`config.mk`:
```
export PLATFORM = sky130hd
export DESIGN_NAME = dds_hop_seq
export DESIGN_NICKNAME = d
export VERILOG_FILES = /design/src/rtl/dds_hop_seq.sv
export SDC_FILE = /design/constraint.sdc
export NUM_CORES = 1
export LEC_CHECK = 0
export ABC_AREA = 0
export CORE_MARGIN = 2
export CORE_UTILIZATION = 58
export DETAILED_ROUTE_END_ITERATION = 10
export PLACE_DENSITY = 0.89
export SLEW_MARGIN = 10
export SYNTH_ARGS = -nofsm -noshare
export SYNTH_HDL_FRONTEND = slang
export SYNTH_SLANG_ARGS = --single-unit
```
`constraint.sdc`:
```
create_clock -name clk -period 7.1 [get_ports clk]
set_input_delay 1.065 -clock clk [delete_from_list [all_inputs] [get_ports clk]]
set_output_delay 1.065 -clock clk [all_outputs]
set_load 0.03 [all_outputs]
```
`src/rtl/dds_hop_seq.sv`:
```
// Frequency-hopping sequencer for a DDS parallel port.
// Holds a 4-entry FTW table. Each hop streams one entry as six byte writes,
// MSB first, to registers 0x04..0x09, then requests a one-cycle I/O update
// and dwells for hop_period cycles before the next hop. Host byte writes share
// the command port and are only granted while idle or dwelling.
module dds_hop_seq (
    input  logic        clk,
    input  logic        rstn,
    input  logic        cfg_we,
    input  logic [1:0]  cfg_addr,
    input  logic [47:0] cfg_ftw,
    input  logic        hop_en,
    input  logic [15:0] hop_period,
    input  logic [1:0]  hop_last,
    input  logic        host_valid,
    output logic        host_ready,
    input  logic [5:0]  host_addr,
    input  logic [7:0]  host_data,
    output logic        cmd_valid,
    input  logic        cmd_ready,
    output logic [5:0]  cmd_addr,
    output logic [7:0]  cmd_data,
    output logic        dds_ioup,
    output logic        busy,
    output logic [1:0]  hop_idx,
    output logic        hop_done
);

    localparam logic [1:0] ST_IDLE = 2'd0;
    localparam logic [1:0] ST_SEND = 2'd1;
    localparam logic [1:0] ST_IOUP = 2'd2;
    localparam logic [1:0] ST_WAIT = 2'd3;

    localparam logic [2:0] LAST_BYTE = 3'd5;

    logic [1:0]  state_q, state_d;
    logic [47:0] table_q [4];
    logic [47:0] sbuf_q;
    logic [2:0]  byte_cnt_q;
    logic [15:0] dwell_cnt_q;
    logic [1:0]  hop_idx_q, hop_idx_d;
    logic        stop_q, stop_d;

    logic [15:0] eff_period;
    logic        wait_last;
    logic        send_acc;
    logic        load_entry;
    logic [1:0]  next_idx;
    logic        host_grant;

    // Dwell length with zero treated as one cycle; wait_last flags the final WAIT cycle.
    always_comb begin
        eff_period = (hop_period == 16'd0) ? 16'd1 : hop_period;
        // >= keeps the dwell bounded if hop_period is lowered mid-dwell.
        wait_last  = (dwell_cnt_q >= (eff_period - 16'd1));
        send_acc   = (state_q == ST_SEND) && cmd_ready;
        // An index past a freshly lowered wrap point restarts the table.
        next_idx   = (hop_idx_q >= hop_last) ? 2'd0 : (hop_idx_q + 2'd1);
    end

    // Next-state logic; load_entry marks every transition into SEND.
    always_comb begin
        state_d    = state_q;
        hop_idx_d  = hop_idx_q;
        load_entry = 1'b0;
        stop_d     = 1'b0;
        unique case (state_q)
            ST_IDLE: begin
                if (hop_en) begin
                    state_d    = ST_SEND;
                    hop_idx_d  = 2'd0;
                    load_entry = 1'b1;
                end
            end
            ST_SEND: begin
                // Remember a disable seen mid-burst so the hop ends in IDLE.
                stop_d = stop_q | ~hop_en;
                if (send_acc && (byte_cnt_q == LAST_BYTE)) begin
                    state_d = ST_IOUP;
                end
            end
            ST_IOUP: begin
                if (stop_q || !hop_en) begin
                    state_d = ST_IDLE;
                end else begin
                    state_d = ST_WAIT;
                end
            end
            ST_WAIT: begin
                if (!hop_en) begin
                    state_d = ST_IDLE;
                end else if (wait_last) begin
                    state_d    = ST_SEND;
                    hop_idx_d  = next_idx;
                    load_entry = 1'b1;
                end
            end
            default: begin
                state_d = ST_IDLE;
            end
        endcase
    end

    // State, table, shift buffer and counters; synchronous active-low reset.
    always_ff @(posedge clk) begin
        if (!rstn) begin
            state_q     <= ST_IDLE;
            sbuf_q      <= 48'd0;
            byte_cnt_q  <= 3'd0;
            dwell_cnt_q <= 16'd0;
            hop_idx_q   <= 2'd0;
            stop_q      <= 1'b0;
            for (int i = 0; i < 4; i++) begin
                table_q[i] <= 48'd0;
            end
        end else begin
            state_q   <= state_d;
            hop_idx_q <= hop_idx_d;
            stop_q    <= stop_d;

            if (cfg_we) begin
                table_q[cfg_addr] <= cfg_ftw;
            end

            // Snapshot taken on SEND entry so table writes only affect later hops.
            if (load_entry) begin
                sbuf_q <= table_q[hop_idx_d];
            end else if (send_acc) begin
                sbuf_q <= {sbuf_q[39:0], 8'd0};
            end

            if (load_entry) begin
                byte_cnt_q <= 3'd0;
            end else if (send_acc) begin
                byte_cnt_q <= (byte_cnt_q == LAST_BYTE) ? 3'd0 : (byte_cnt_q + 3'd1);
            end

            // Dwell counts free-running in WAIT; host traffic does not stall it.
            if (state_q == ST_IOUP) begin
                dwell_cnt_q <= 16'd0;
            end else if (state_q == ST_WAIT) begin
                dwell_cnt_q <= dwell_cnt_q + 16'd1;
            end
        end
    end

    // Host grant: idle without a pending hop start, or any WAIT cycle but the last.
    always_comb begin
        host_grant = rstn & cmd_ready & host_valid &
                     (((state_q == ST_IDLE) & ~hop_en) |
                      ((state_q == ST_WAIT) & ~wait_last));
    end

    // Command port mux and status outputs; everything forced low while in reset.
    always_comb begin
        host_ready = host_grant;
        cmd_valid  = 1'b0;
        cmd_addr   = 6'd0;
        cmd_data   = 8'd0;
        if (host_grant) begin
            cmd_valid = 1'b1;
            cmd_addr  = host_addr;
            cmd_data  = host_data;
        end else if (rstn && (state_q == ST_SEND)) begin
            cmd_valid = 1'b1;
            cmd_addr  = 6'd4 + {3'd0, byte_cnt_q};
            cmd_data  = sbuf_q[47:40];
        end
        dds_ioup = rstn & (state_q == ST_IOUP);
        hop_done = rstn & (state_q == ST_IOUP);
        busy     = rstn & (state_q != ST_IDLE);
        hop_idx  = hop_idx_q;
    end

endmodule

```
Word level (Yosys, flattened, before mapping). Memory sizes are Yosys's and may differ from the RTL's. Index checks and enable logic that the tools add are counted.

Bits in registers: 72. Bits in writable memories: 192. Output and inout port bits: 21. Logic and storage cells: 79. Memories: 1.

$add $sub $neg: 5. Magnitude comparators: 2. Equal/unequal tests: 7. Muxes and demuxes: 32. Bitwise operators: 12. Reduce and logical (&&, ||, !) cells: 14.

Memory list: table_q (words 4, width 48, rd ports 1, clocked after memory_dff 0, wr ports 4, RTL line 37) `logic [47:0] table_q [4];`.

Operators by type and width (number): 2-to-1 mux 48 bit (3); OR reduction 48 bit (1); 2-to-1 mux 2 bit (10); adder 16 x 1 -> 16 bit, second input constant (1); >= comparator 16 bit (1); zero test 16 bit (1); 2-to-1 mux 16 bit (1); 2-to-1 mux 8 bit (2); subtractor 16 x 1 -> 16 bit, second input constant (1); 2-to-1 mux 1 bit (10); case mux 2 bit (4 select lines) (1); AND 1 bit (7); 2-to-1 mux 6 bit (1); adder 3 x 3 -> 4 bit, first input constant (1); equality test 2 bit, second input constant (2); 2-to-1 mux 4 bit (1); case mux 2 bit (2 select lines) (1); nonzero test 2 bit (2); OR reduction 2 bit (2); adder 3 x 1 -> 3 bit, second input constant (1); equality test 3 bit, second input constant (1); logical AND 1 bit (3); 2-to-1 mux 3 bit (1); != test 3 bit, second input constant (1); other kinds (13) (16).

Depth between registers and ports, before layout.
Depth in word-level cells: 9. Depth in mapped cells: 20.

Worst setup path after synthesis. Ideal clock, no wire load.

Path kind: input -> output. From: in hop_period[4]. To: out cmd_data[0]. Arrival time: 5.295 ns. Data required time: 6.035 ns. Slack: 0.740 ns. Cell stages on the path: 18. Path buffers: 1. Cells stage by stage: or3_4 -> or4_4 -> or4_4 -> nor4_4 -> a21oi_1 -> ha_1 -> nand2_1 -> nor3_1 -> xnor2_1 -> ha_1 -> nand4_1 -> nor3_1 -> a211o_1 -> nor2_1 -> a21oi_1 -> nor2_1 -> buf_2 -> mux2_2.

Longest elaborated chain between the ends: 9.

Ends and longest elaborated chain: start: declaration (RTL line 13) `input logic [15:0] hop_period,`; zero test 16 bit (RTL line 53) `eff_period = (hop_period == 16'd0) ? 16'd1 : hop_period;`; 2-to-1 mux 16 bit (*) (RTL line 53); subtractor 16 x 1 -> 16 bit (*) (RTL line 55) `wait_last = (dwell_cnt_q >= (eff_period - 16'd1));`; >= comparator 16 bit (*) (RTL line 55); inverter 1 bit (*) (RTL line 151) `((state_q == ST_WAIT) & ~wait_last));`; AND 1 bit (*) (RTL line 151); OR 1 bit (*) (RTL line 150) `(((state_q == ST_IDLE) & ~hop_en) |`; AND 1 bit (*) (RTL line 149) `host_grant = rstn & cmd_ready & host_valid &`; named net host_ready (RTL line 16) `output logic host_ready,`; 2-to-1 mux 8 bit (*) (RTL line 160) `if (host_grant) begin`; end: declaration (RTL line 22) `output logic [7:0] cmd_data,`.

Mark *: on every way through the listed nets, which the timed path passes. The rest lies on a longest branch.

Worst setup path after layout.
From: in hop_period[4]. To: out cmd_data[4].

Longest elaborated chain between the ends: 9.

Ends and longest elaborated chain (RTL line): zero test 16 bit (53); 2-to-1 mux 16 bit (*) (53); subtractor 16 x 1 -> 16 bit (*) (55); >= comparator 16 bit (*) (55); inverter 1 bit (*) (151); AND 1 bit (*) (151); OR 1 bit (*) (150); AND 1 bit (*) (149); 2-to-1 mux 8 bit (*) (160).

Every way passes the cells marked *; elsewhere a longest branch is shown, timed or not.

==> run summary <==
The flow ran to the end, and the final reports show no timing, DRC or antenna violations. The top cell type by total area after synthesis is edfxtp_1. After clock tree synthesis, the clock-pin slew on the worst setup and hold paths is roughly 0.060 ns.

The maximum single-stage delay on the critical path is approximately 0.45 ns. The fmax is approximately 0.15 GHz. The final estimated routing congestion in global placement came out at between 0.8 and 0.9. The share of synthesized cell area in full adder, half adder and majority cells came out at 2.336%. Along the worst path, the maximum fanout reaches 8. For flop-to-flop paths, the worst setup slack is 3.78 ns.

The synthesized-area fraction occupied by ao, oa, aoi and oai cells came out at ~10%. The cell row count came out at 54. By area the synthesized netlist is led by edfxtp_1, dfxtp_1, and2_1, mux2i_1, mux2_2. The sequential group share of total power came out at between 40% and 50%. Data arrives at the worst endpoint at about 5.8 ns.

The count of cells in the finished layout, fillers not included, comes to ~1,400. Entering global routing, the biggest net connects 74 pins. The count of endpoints failing hold in the final timing report is 0. The number of flops mapped to enable cells by yosys is between 150 and 200. The simple logic cell fraction of the synthesized area is 15.96%. The mapped cell area came out at about 13,000 um^2. The HPWL after detailed placement is around 18,000 um. The top flip-flop cell by instance count after synthesis is edfxtp_1. The routed design has between 30,000 and 40,000 um of wire.

The largest family of logic cells by synthesized area is simple AND/OR/NAND/NOR gates. The horizontal extent of the die is 152.9 um. The count of placed standard cells including taps is ~1,400. The number of sinks driven by the clock tree is 264. The number of vias per cell after detailed routing came out at slightly above 6. The areal power density over the cells is 277.0 nW/um^2. The deepest level of the CTS H-tree came out at 1.

The die area is approximately 23,000 um^2. Among all cell types in the netlist, the one instantiated most often is edfxtp_1. The end-of-flow core utilization is between 70% and 80%. The average cell area after synthesis is around 12 um^2. The mux share of post-synthesis cell area is between 10% and 20%. The total DRC errors in the routed layout is 0. The setup path with the least slack is of type in2out. The floorplan core area came out at between 20,000 and 25,000 um^2. The portion of the post-synthesis area used by sequential elements is 56.06%.

The cell sitting at the root of the clock tree is a clkbuf_16. For this block, the via count after detailed routing is between 8,000 and 9,000. The worst-case IR drop observed on VDD is around 0.19 mV. The part of the cycle the worst path needs is between 90% and 100%. The design internal power is between 3 and 4 mW. The count of buffers inserted at the top-level ports is around 110. Relative to the synthesized area, the layout overhead comes to 18.53%. The clock insertion delay at the later pin of the skew report is 0.54 ns. The average routed wire per standard cell came out at between 20 and 25 um. For this configuration, the core starts out at a cell density of between 50% and 60%.

After synthesis the netlist holds a flip-flop and latch count of between 200 and 300. The switching power came out at about 1.2 mW. The min-delay analysis places its worst path in the category reg2reg. The first global-routing pass estimated between 40,000 and 50,000 um of wire. Buffers inserted during clock tree synthesis total 27.

After synthesis, the share of flip-flops with an asynchronous set or reset is 0%. The total global routing track utilization is 25.51%. The die is roughly 150 um tall. Yosys printed 0 warnings.

After synthesis, the most frequently instantiated cells are edfxtp_1, and2_1, mux2i_1, and3_1, dfxtp_1. The shortest period the worst path allows is slightly below 7 ns. The number of slew-limit violations in the final report came to 0.

The slowest stage of the critical path belongs to the cell or4_4. The total nets after synthesis is 1,144. The fraction of synthesized cell area in xor and xnor cells came out at 1.567%.

TritonCTS built the clock tree. The final layout contains around 1,300 nets. The number of placed I/O pins is 109. STA classifies the critical path startpoint as a primary input. The combinational share of power is about a fifth.

The type of element capturing the critical path is an output port. The transition time at the pin with the least slew margin came out at 0.7600 ns. The power share of the clock group came out at between 30% and 40%. The number of antenna violations at the first check in global routing is 0.

The via count of the first global-routing pass was roughly 9,000. The hold buffer count at CTS came out at 0. The proportion of total power due to net switching is around 28%.

Summed over all cells, the static leakage comes to roughly 6.4 nW. The fraction of final layout cells with drive strength greater than 1 is between 10% and 20%. The number of instances in the synthesized netlist came out at approximately 1,000. The clock passes through at most 3 buffers.

The number of nets still failing antenna checks after routing is 0. The number of library cell types mapped by synthesis is 61. The total iterations of the first detailed-routing run came out at 7. The required time at the endpoint of the critical path came out at roughly 6 ns. The largest clock skew in the final design came out at roughly 0.012 ns.

The count of endpoints failing setup in the final report came out at 0. After the first detailed-routing iteration, the DRC count stood at 793. The final global-route overflow total is 0. The relative slew slack is 49.33%. The tool flagged a number of max-cap violations equal to 0. Traced cell by cell, the critical path runs through clkdlybuf4s50_1, or3_4, or4_4, or4_4, nor4_4, a21oi_2, ha_2, nand2_2, buf_4, nor3_1, xnor2_1, ha_1, nand2_1, o21ai_2, a211o_1, nor2_4, a21oi_2, nor2_2, buf_4, buf_6, mux2_2, clkbuf_2. The fraction of synthesized cell area taken by the top area cell type is between 40% and 50%.
-- worst max-delay path: cells and delay by family --
family / cells / cell delay [ns]
xor gates and xnor gates: 1 / 0.18
adders and majority gates: 2 / 0.45
and+or+nand+nor: 9 / 2.17
muxes: 1 / 0.34
buffers and inverters: 5 / 0.98
AOI/OAI and AO/OA: 4 / 0.58
-- logic make-up after synthesis --
| kind of cell | after synthesis |
|---|---|
| xor+xnor | 23 |
| compound gates | 156 |
| mux | 134 |
| fa+ha+maj | 24 |
| simple gates | 350 |
| flops | 264 |
| buf+inv | 81 |
-- worst paths after layout --
kind                          startpoint                       to  depth (start not counted)
max                        hop_period[4]              cmd_data[4]                         22
min                    stop_q$_SDFF_PN0_        stop_q$_SDFF_PN0_                          2
max reg2reg  dwell_cnt_q[0]$_SDFFE_PP0N_  sbuf_q[36]$_SDFFE_PN0P_                         12
min reg2reg            stop_q$_SDFF_PN0_        stop_q$_SDFF_PN0_                          2
-- cells in the final DEF (no fill, tap or decap), drive strengths merged, types with 4 or more instances in the layout --
cell type,count
o31ai,10
inv,12
nor2,34
nand2,30
and3,78
mux2i,82
buf,53
clkbuf,55
edfxtp,192
mux2,52
a21oi,17
clkdlybuf4s50,92
or3,7
o21ai,58
a211oi,10
nor3,10
dfxtp,72
ha,24
xor2,11
and2,147
nand3,14
a221oi,40
nor4,4
nand4,6
xnor2,12
nand2b,7
-- registers in the layout, indices dropped and copies added (netlist names) --
name,count
sbuf_q,48
stop_q,1
hop_idx,2
state_q,2
byte_cnt_q,3
table_q,192
dwell_cnt_q,16
-- through the flow --
stage	hold slack, ns	setup WS [ns]	setup TNS (ns)	area (um^2)	power, mW
after floorplan	0.4211	0.7402	0	12850	2.544
after CTS	0.4636	0.0006013	0	15210	4.215
after global routing	0.4775	-0.01860	-0.07769	15230	4.372
after global placement	0.4393	-0.1029	-1.227	14380	2.829
after detailed placement	0.4470	-0.2557	-2.804	14380	2.878
final	0.4654	0.2383	0	15240	4.221
-- per-layer routing --
| layer | vias up | global-route usage [%] | share of wire [%] |
|---|---|---|---|
| met4 | 0 | 7.981 | 2.1 |
| met5 | - | 0 | 0 |
| li1 | 4067 | - | - |
| met1 | 4338 | 32.86 | 40 |
| met3 | 58 | 3.544 | 7.0 |
| met2 | 372 | 44.91 | 51 |
-- power groups by stage --
stage | Sequential (mW) | Combinational, mW | Clock (mW)
after global routing | 2.01 | 0.938 | 1.43
after CTS | 1.99 | 0.860 | 1.36
final | 2.00 | 0.868 | 1.35
after floorplan | 1.95 | 0.592 | 0
after global placement | 2.01 | 0.823 | 0
after detailed placement | 2.02 | 0.857 | 0
-- final cells by class --
type / instances / area [um^2]
flip-flops and latches: 264 / 7207
fillers: 1483 / 6519
multi-input cells: 687 / 5374
repair buffers: 155 / 1418
clock buffers: 45 / 814.5
well taps: 280 / 350.3
inverters: 11 / 41.29
clock inverters: 5 / 30.03
diodes: 1 / 2.502
-- timing repair --
item                                    in CTS  in global routing
endpoints found under the setup margin      12                 15
cloned                                       0                  1
pin swaps                                    0                  9
resized for setup                           14                 40
buffers inserted                             0                  3
(Power assumes the default switching activity.)
==> edit 1, RTL diff (same settings) <==
Add an input register stage for `cfg_we`, `cfg_addr`, `cfg_ftw` and `hop_period`, without a reset; this delays them by one clock. The other inputs are not delayed to match. Comments in the files are not updated.
--- a/src/rtl/dds_hop_seq.sv
+++ b/src/rtl/dds_hop_seq.sv
@@ -33,6 +33,18 @@
 
     localparam logic [2:0] LAST_BYTE = 3'd5;
 
+    logic cfg_we_q;
+    logic [1:0] cfg_addr_q;
+    logic [47:0] cfg_ftw_q;
+    logic [15:0] hop_period_q;
+
+    always_ff @(posedge clk) begin
+        cfg_we_q     <= cfg_we;
+        cfg_addr_q   <= cfg_addr;
+        cfg_ftw_q    <= cfg_ftw;
+        hop_period_q <= hop_period;
+    end
+
     logic [1:0]  state_q, state_d;
     logic [47:0] table_q [4];
     logic [47:0] sbuf_q;
@@ -50,7 +62,7 @@
 
     // Dwell length with zero treated as one cycle; wait_last flags the final WAIT cycle.
     always_comb begin
-        eff_period = (hop_period == 16'd0) ? 16'd1 : hop_period;
+        eff_period = (hop_period_q == 16'd0) ? 16'd1 : hop_period_q;
         // >= keeps the dwell bounded if hop_period is lowered mid-dwell.
         wait_last  = (dwell_cnt_q >= (eff_period - 16'd1));
         send_acc   = (state_q == ST_SEND) && cmd_ready;
@@ -118,8 +130,8 @@
             hop_idx_q <= hop_idx_d;
             stop_q    <= stop_d;
 
-            if (cfg_we) begin
-                table_q[cfg_addr] <= cfg_ftw;
+            if (cfg_we_q) begin
+                table_q[cfg_addr_q] <= cfg_ftw_q;
             end
 
             // Snapshot taken on SEND entry so table writes only affect later hops.
Behaviour: not the same (a bounded check fails within 4 cycles, from zero or initial values and one cycle with rstn low).
==> edit 1 against the unedited design <==
- design area increased by 7.9%
- wire length shrank 0.61%
- sequential cell count is 67 higher
- sequential share of layout area is 4.7 points higher
- worst setup slack gained 0.085 ns
- critical path depth is 3 lower
- area after synthesis rose by 8.0%
- register-to-register slack lost 2.7 ns
- total power is 16% higher
- utilization hardly changed
- largest power group unchanged
==> edit 1: results (changes against the unedited design) <==
Place
  – Pre-CTS setup slack: 0.5028 ns (+0.7585 ns)
  – Gpl congestion: 0.8631 (-0.17%)
  – DP Wirelength: 16940 um (-6.6%)

Clock tree
  – CTS-repair resized insts: 2 (-12)
  – CTS Buf Count: 34 (+26%)
  – Worst-skew pair later-pin latency: 0.53 ns
  – Post-CTS Setup Bufs: 0 (unchanged)
  – H-tree depth: 2 (+1)
  – Hold_buf cts: 0 (unchanged)
  – Max Buffers Root-to-Sink: 3 (unchanged)

Timing
  – Hold WS: 0.4832 ns (+0.01780 ns)
  – Final setup viols: 0 (unchanged)
  – Setup WS post-layout: 0.3236 ns (+0.08528 ns)
  – Worst slew pin tran: 1.056 ns (+0.2963 ns)
  – Post-route clock skew: 0.02670 ns (+0.01459 ns)

Synthesis
  – Synth unique cells: 50 (-18%)
  – Asr flop ratio synth: 0 (unchanged)
  – Post-Syn Nets: 1208 (+5.6%)
  – Synth Warn #: 0 (unchanged)
  – Synth area leaders: edfxtp_1 (42%), dfxtp_1 (20%), and2_1 (6.7%)
  – Top post-synthesis cells by count: edfxtp_1 (192), and2_1 (149), dfxtp_1 (139), mux2i_1 (90)
  – Xor/xnor cell area share of the yosys netlist: 0.01514 (-0.0005314)
  – Adder-Cell Fraction of Synth Area: 0.02163 (-0.001732)
  – Multiplexer share of the synthesized area: 0.09732 (-0.01208)
  – Seq/Total Area, Yosys: 0.6157 (+0.05502)
  – Post-synthesis compound-gate area fraction: 0.07822 (-0.02359)

Global routing
  – Antenna violations before repair: 2 (+2)
  – First-pass GRT wire length: 47690 um (-0.16%)
  – Vias in the first global route: 9117 (+1.2%)
  – Largest net degree at the start of global routing: 66 (-11%)
  – GRT Util Overall: 0.2378 (-0.01730)

Cells and area
  – Biggest registers after layout: table_q: 192 flops, cfg_ftw_q: 48 flops, sbuf_q: 48 flops
  – Filler cells: 1550 (+4.5%)
  – Nets: 1303 (+3.6%)
  – Share of cells above drive strength 1: 0.1085 (-0.07920)
  – Final antenna diode count: 0 (-1)

Setup path
  – Crit path max fanout: 10 (+2)
  – Crit path DAT: 5.71 ns (-0.09 ns)
  – CP max-delay cell: clkdlybuf4s50_1
  – Slowest stage delay, CP: 0.69 ns (+0.24 ns)
  – R2R setup slack: 1.09 ns (-2.69 ns)

Power
  – Switch share: 0.2570 (-0.02664)
  – Clock group power: 1.80 mW (+33%)
  – Worst vdd ir: 0.1999 mV (+5.6%)
  – Sequential share of power: 0.484 (+0.011)
  – P_leak: 7.084 nW (+11%)

Detailed routing
  – Average via count per standard cell: 5.815 (-4.7%)
  – First-pass DRT Iterations: 5 (-2)
  – DR iter-0 viols: 683 (-14%)
  – Avg WL per Cell: 19.78 um (-6.3%)

Status
  – Outcome: finished, final reports clean
edit 1: changes by cell type after synthesis, sizes merged, moves of 5 or more:
cell,before,now
nand3,14,7
buf,24,14
nor2b,2,7
nand4,6,11
a21boi,3,9
dfxtp,72,139
a211oi,10,2
o211ai,0,16
and3,78,59
mux2i,82,90
o31ai,10,1
mux2,52,40
nand2,30,49
clkbuf,46,59
edit 1: final cells by class:
class,count,area share
flip-flops and latches,331,0.5199
clock buffers,48,0.05805
repair buffers,131,0.07928
multi-input cells,684,0.3050
well taps,319,0.02427
clock inverters,14,0.01141
inverters,9,0.002054
edit 1: routing by layer:
layer | wire length (um) | vias up | GRT usage
met5 | 12 | - | 0
met4 | 687 | 2 | 0.09091
met3 | 1968 | 60 | 0.04023
met2 | 15210 | 361 | 0.4109
met1 | 12500 | 4308 | 0.3003
li1 | - | 4201 | -
edit 1: kinds of logic (layout without fill, tap and decap cells):
kind of cell               count (synthesis)  in the layout
xor gates and xnor gates                  24             24
muxes                                    130            130
AOI/OAI and AO/OA                        154            155
adders and majority gates                 24             24
and+or+nand+nor                          351            351
DFF                                      331            331
buffers and inverters                     82            202
edit 1: final timing paths:
path,from,end,cells past startpoint
max,hop_period_q[4],cmd_addr[5],19
min,stop_q,stop_q,2
max reg2reg,hop_period_q[4],sbuf_q[35],21
min reg2reg,stop_q,stop_q,2
edit 1: per-stage QoR:
| step | cells | power (mW) | utilization | instance area [um2] |
|---|---|---|---|---|
| CTS | 1527 | 4.893 | 0.6962 | 16340 |
| global route | 1536 | 5.072 | 0.7006 | 16440 |
| finish | 1536 | 4.886 | 0.7006 | 16440 |
| floorplan | 1096 | 2.823 | - | 13880 |
| detailed placement | 1465 | 3.100 | 0.6470 | 15190 |
| global placement | 1465 | 3.065 | 0.6470 | 15190 |
==> edit 2, RTL diff (same settings) <==
Made on the original files. Make the reset (`rstn`) asynchronous in one clocked block. Comments in the files are not updated.
--- a/src/rtl/dds_hop_seq.sv
+++ b/src/rtl/dds_hop_seq.sv
@@ -102,7 +102,7 @@
     end
 
     // State, table, shift buffer and counters; synchronous active-low reset.
-    always_ff @(posedge clk) begin
+    always_ff @(posedge clk or negedge rstn) begin
         if (!rstn) begin
             state_q     <= ST_IDLE;
             sbuf_q      <= 48'd0;
Formal check against the unedited RTL: same outputs for any inputs over 4 cycles, from zero or initial values and one cycle with rstn low; that may be too few to reach the edited logic, so the function may still have changed.
==> edit 2 against the unedited design <==
- fmax increased by 2.4%
- critical path type unchanged
- highest routed layer unchanged
- design area decreased by 1.2%
- worst setup slack improved by 0.16 ns
- global-route usage decreased by 0.76 points
- total power increased by 15%
- area after synthesis increased by 0.86%
- wire length decreased by 5.0%
- sequential cell count unchanged
==> edit 2: results (changes against the unedited design) <==
Global routing
  – Vias in the first global route: 9106 (+1.1%)
  – Met2 Use GR: 0.4150 (-0.03404)
  – GR Util met1: 0.3405 (+0.01186)
  – Met3 Use GR: 0.03551 (+0.00007208)
  – First-pass GRT wire length: 47580 um (-0.39%)
  – Largest net degree at the start of global routing: 79 (+6.8%)

Power
  – Switch share: 0.3121 (+0.02841)
  – Clock share of power: 0.292 (-0.029)
  – P_comb: 1.31 mW (+51%)
  – Pwr Total: 4.861 mW (+15%)
  – P_leak: 6.243 nW (-2.5%)

Timing
  – Post-route clock skew: 0.01020 ns (-0.001910 ns)
  – Worst slew pin tran: 1.040 ns (+0.2797 ns)

Synthesis
  – Synth unique cells: 51 (-16%)
  – Xor/xnor cell area share of the yosys netlist: 0.01756 (+0.001894)
  – Synth area leaders: dfrtp_1 (51%), mux2_2 (17%), mux2i_1 (6.3%)
  – Multiplexer share of the synthesized area: 0.2362 (+0.1268)
  – Ys flop type: dfrtp_1
  – Post-Syn Nets: 1116 (-2.4%)
  – Seq/Total Area, Yosys: 0.5096 (-0.05108)
  – Mapped Cells: 1004 (-2.7%)
  – Asr flop ratio synth: 1.000 (+1.000)
  – Top post-synthesis cells by count: dfrtp_1 (264), mux2_2 (199), mux2i_1 (81), a211oi_1 (40), a221oi_2 (40)

Detailed routing
  – Wirelength, routed: 29030 um (-5.0%)
  – First-pass DRT Iterations: 4 (-3)
  – Met3 wire len: 1559 um (-27%)
  – Metal2 WL: 14110 um (-8.9%)
  – DR iter-0 viols: 529 (-33%)

Cells and area
  – Share of cells above drive strength 1: 0.2938 (+0.1061)
  – Layout Cells excl Fill: 1393 (-3.8%)
  – Nets: 1205 (-4.2%)

Worst hold path
  – Hold Path Class: in2async

Status
  – Outcome: finished, final reports clean

Place
  – Gpl congestion: 0.8433 (-2.5%)
  – DP Area: 14150 um2 (-1.5%)
  – Placed insts: 1344 (-3.5%)
  – Pre-CTS setup slack: 0.3612 ns (+0.6169 ns)

Setup path
  – Crit path DAT: 5.64 ns (-0.16 ns)
  – Worst reg-to-reg path cell count: 10 (-2)
  – Crit path max fanout: 22 (+14)
-- edit 2: cell types whose count changed after synthesis, moves of 7 or more --
cell | before | now
mux2_2 | 52 | 199
a211oi_1 | 9 | 40
and2_1 | 147 | 36
buf_1 | 1 | 10
a221o_1 | 0 | 9
dfxtp_1 | 72 | 0
and3_1 | 78 | 11
nand3_1 | 14 | 26
edfxtp_1 | 192 | 0
dfrtp_1 | 0 | 264
clkbuf_1 | 44 | 37
o21ai_0 | 55 | 30
-- edit 2: cell type report --
cell class	instances	area, um2
clock inverters	10	100.1
well taps	280	350.3
clock buffers	39	800.8
repair buffers	125	1191
inverters	11	41.29
flip-flops and latches	264	6606
fillers	1518	6833
multi-input cells	664	5968
-- edit 2: final timing paths --
path                            slack, ns           to           start
worst max-delay path                 0.40  cmd_data[6]  hop_period[11]
worst min-delay path                 0.46       stop_q            rstn
worst max register to register       3.61   sbuf_q[30]  dwell_cnt_q[1]
worst min register to register       0.50  table_q[59]     table_q[59]
max in group asynchronous            4.62  table_q[59]            rstn
min in group clk                     0.50  table_q[59]     table_q[59]
-- edit 2: worst max-delay path: stages --
cell and delay [ns]:
clkdlybuf4s50_1 0.49, or4_1 0.61, nor4_1 0.21, a31oi_1 0.18, ha_1 0.28, nand2b_1 0.12, nand2b_1 0.16, nand2b_1 0.17
nor4_1 0.08, xnor2_1 0.14, ha_1 0.30, nand4_1 0.11, nor3_2 0.08, a21oi_1 0.27, nand3_2 0.20, nor2_1 0.23
o2111a_1 0.33, buf_4 0.26, nand2_1 0.08, o21ai_0 0.08, buf_4 0.19
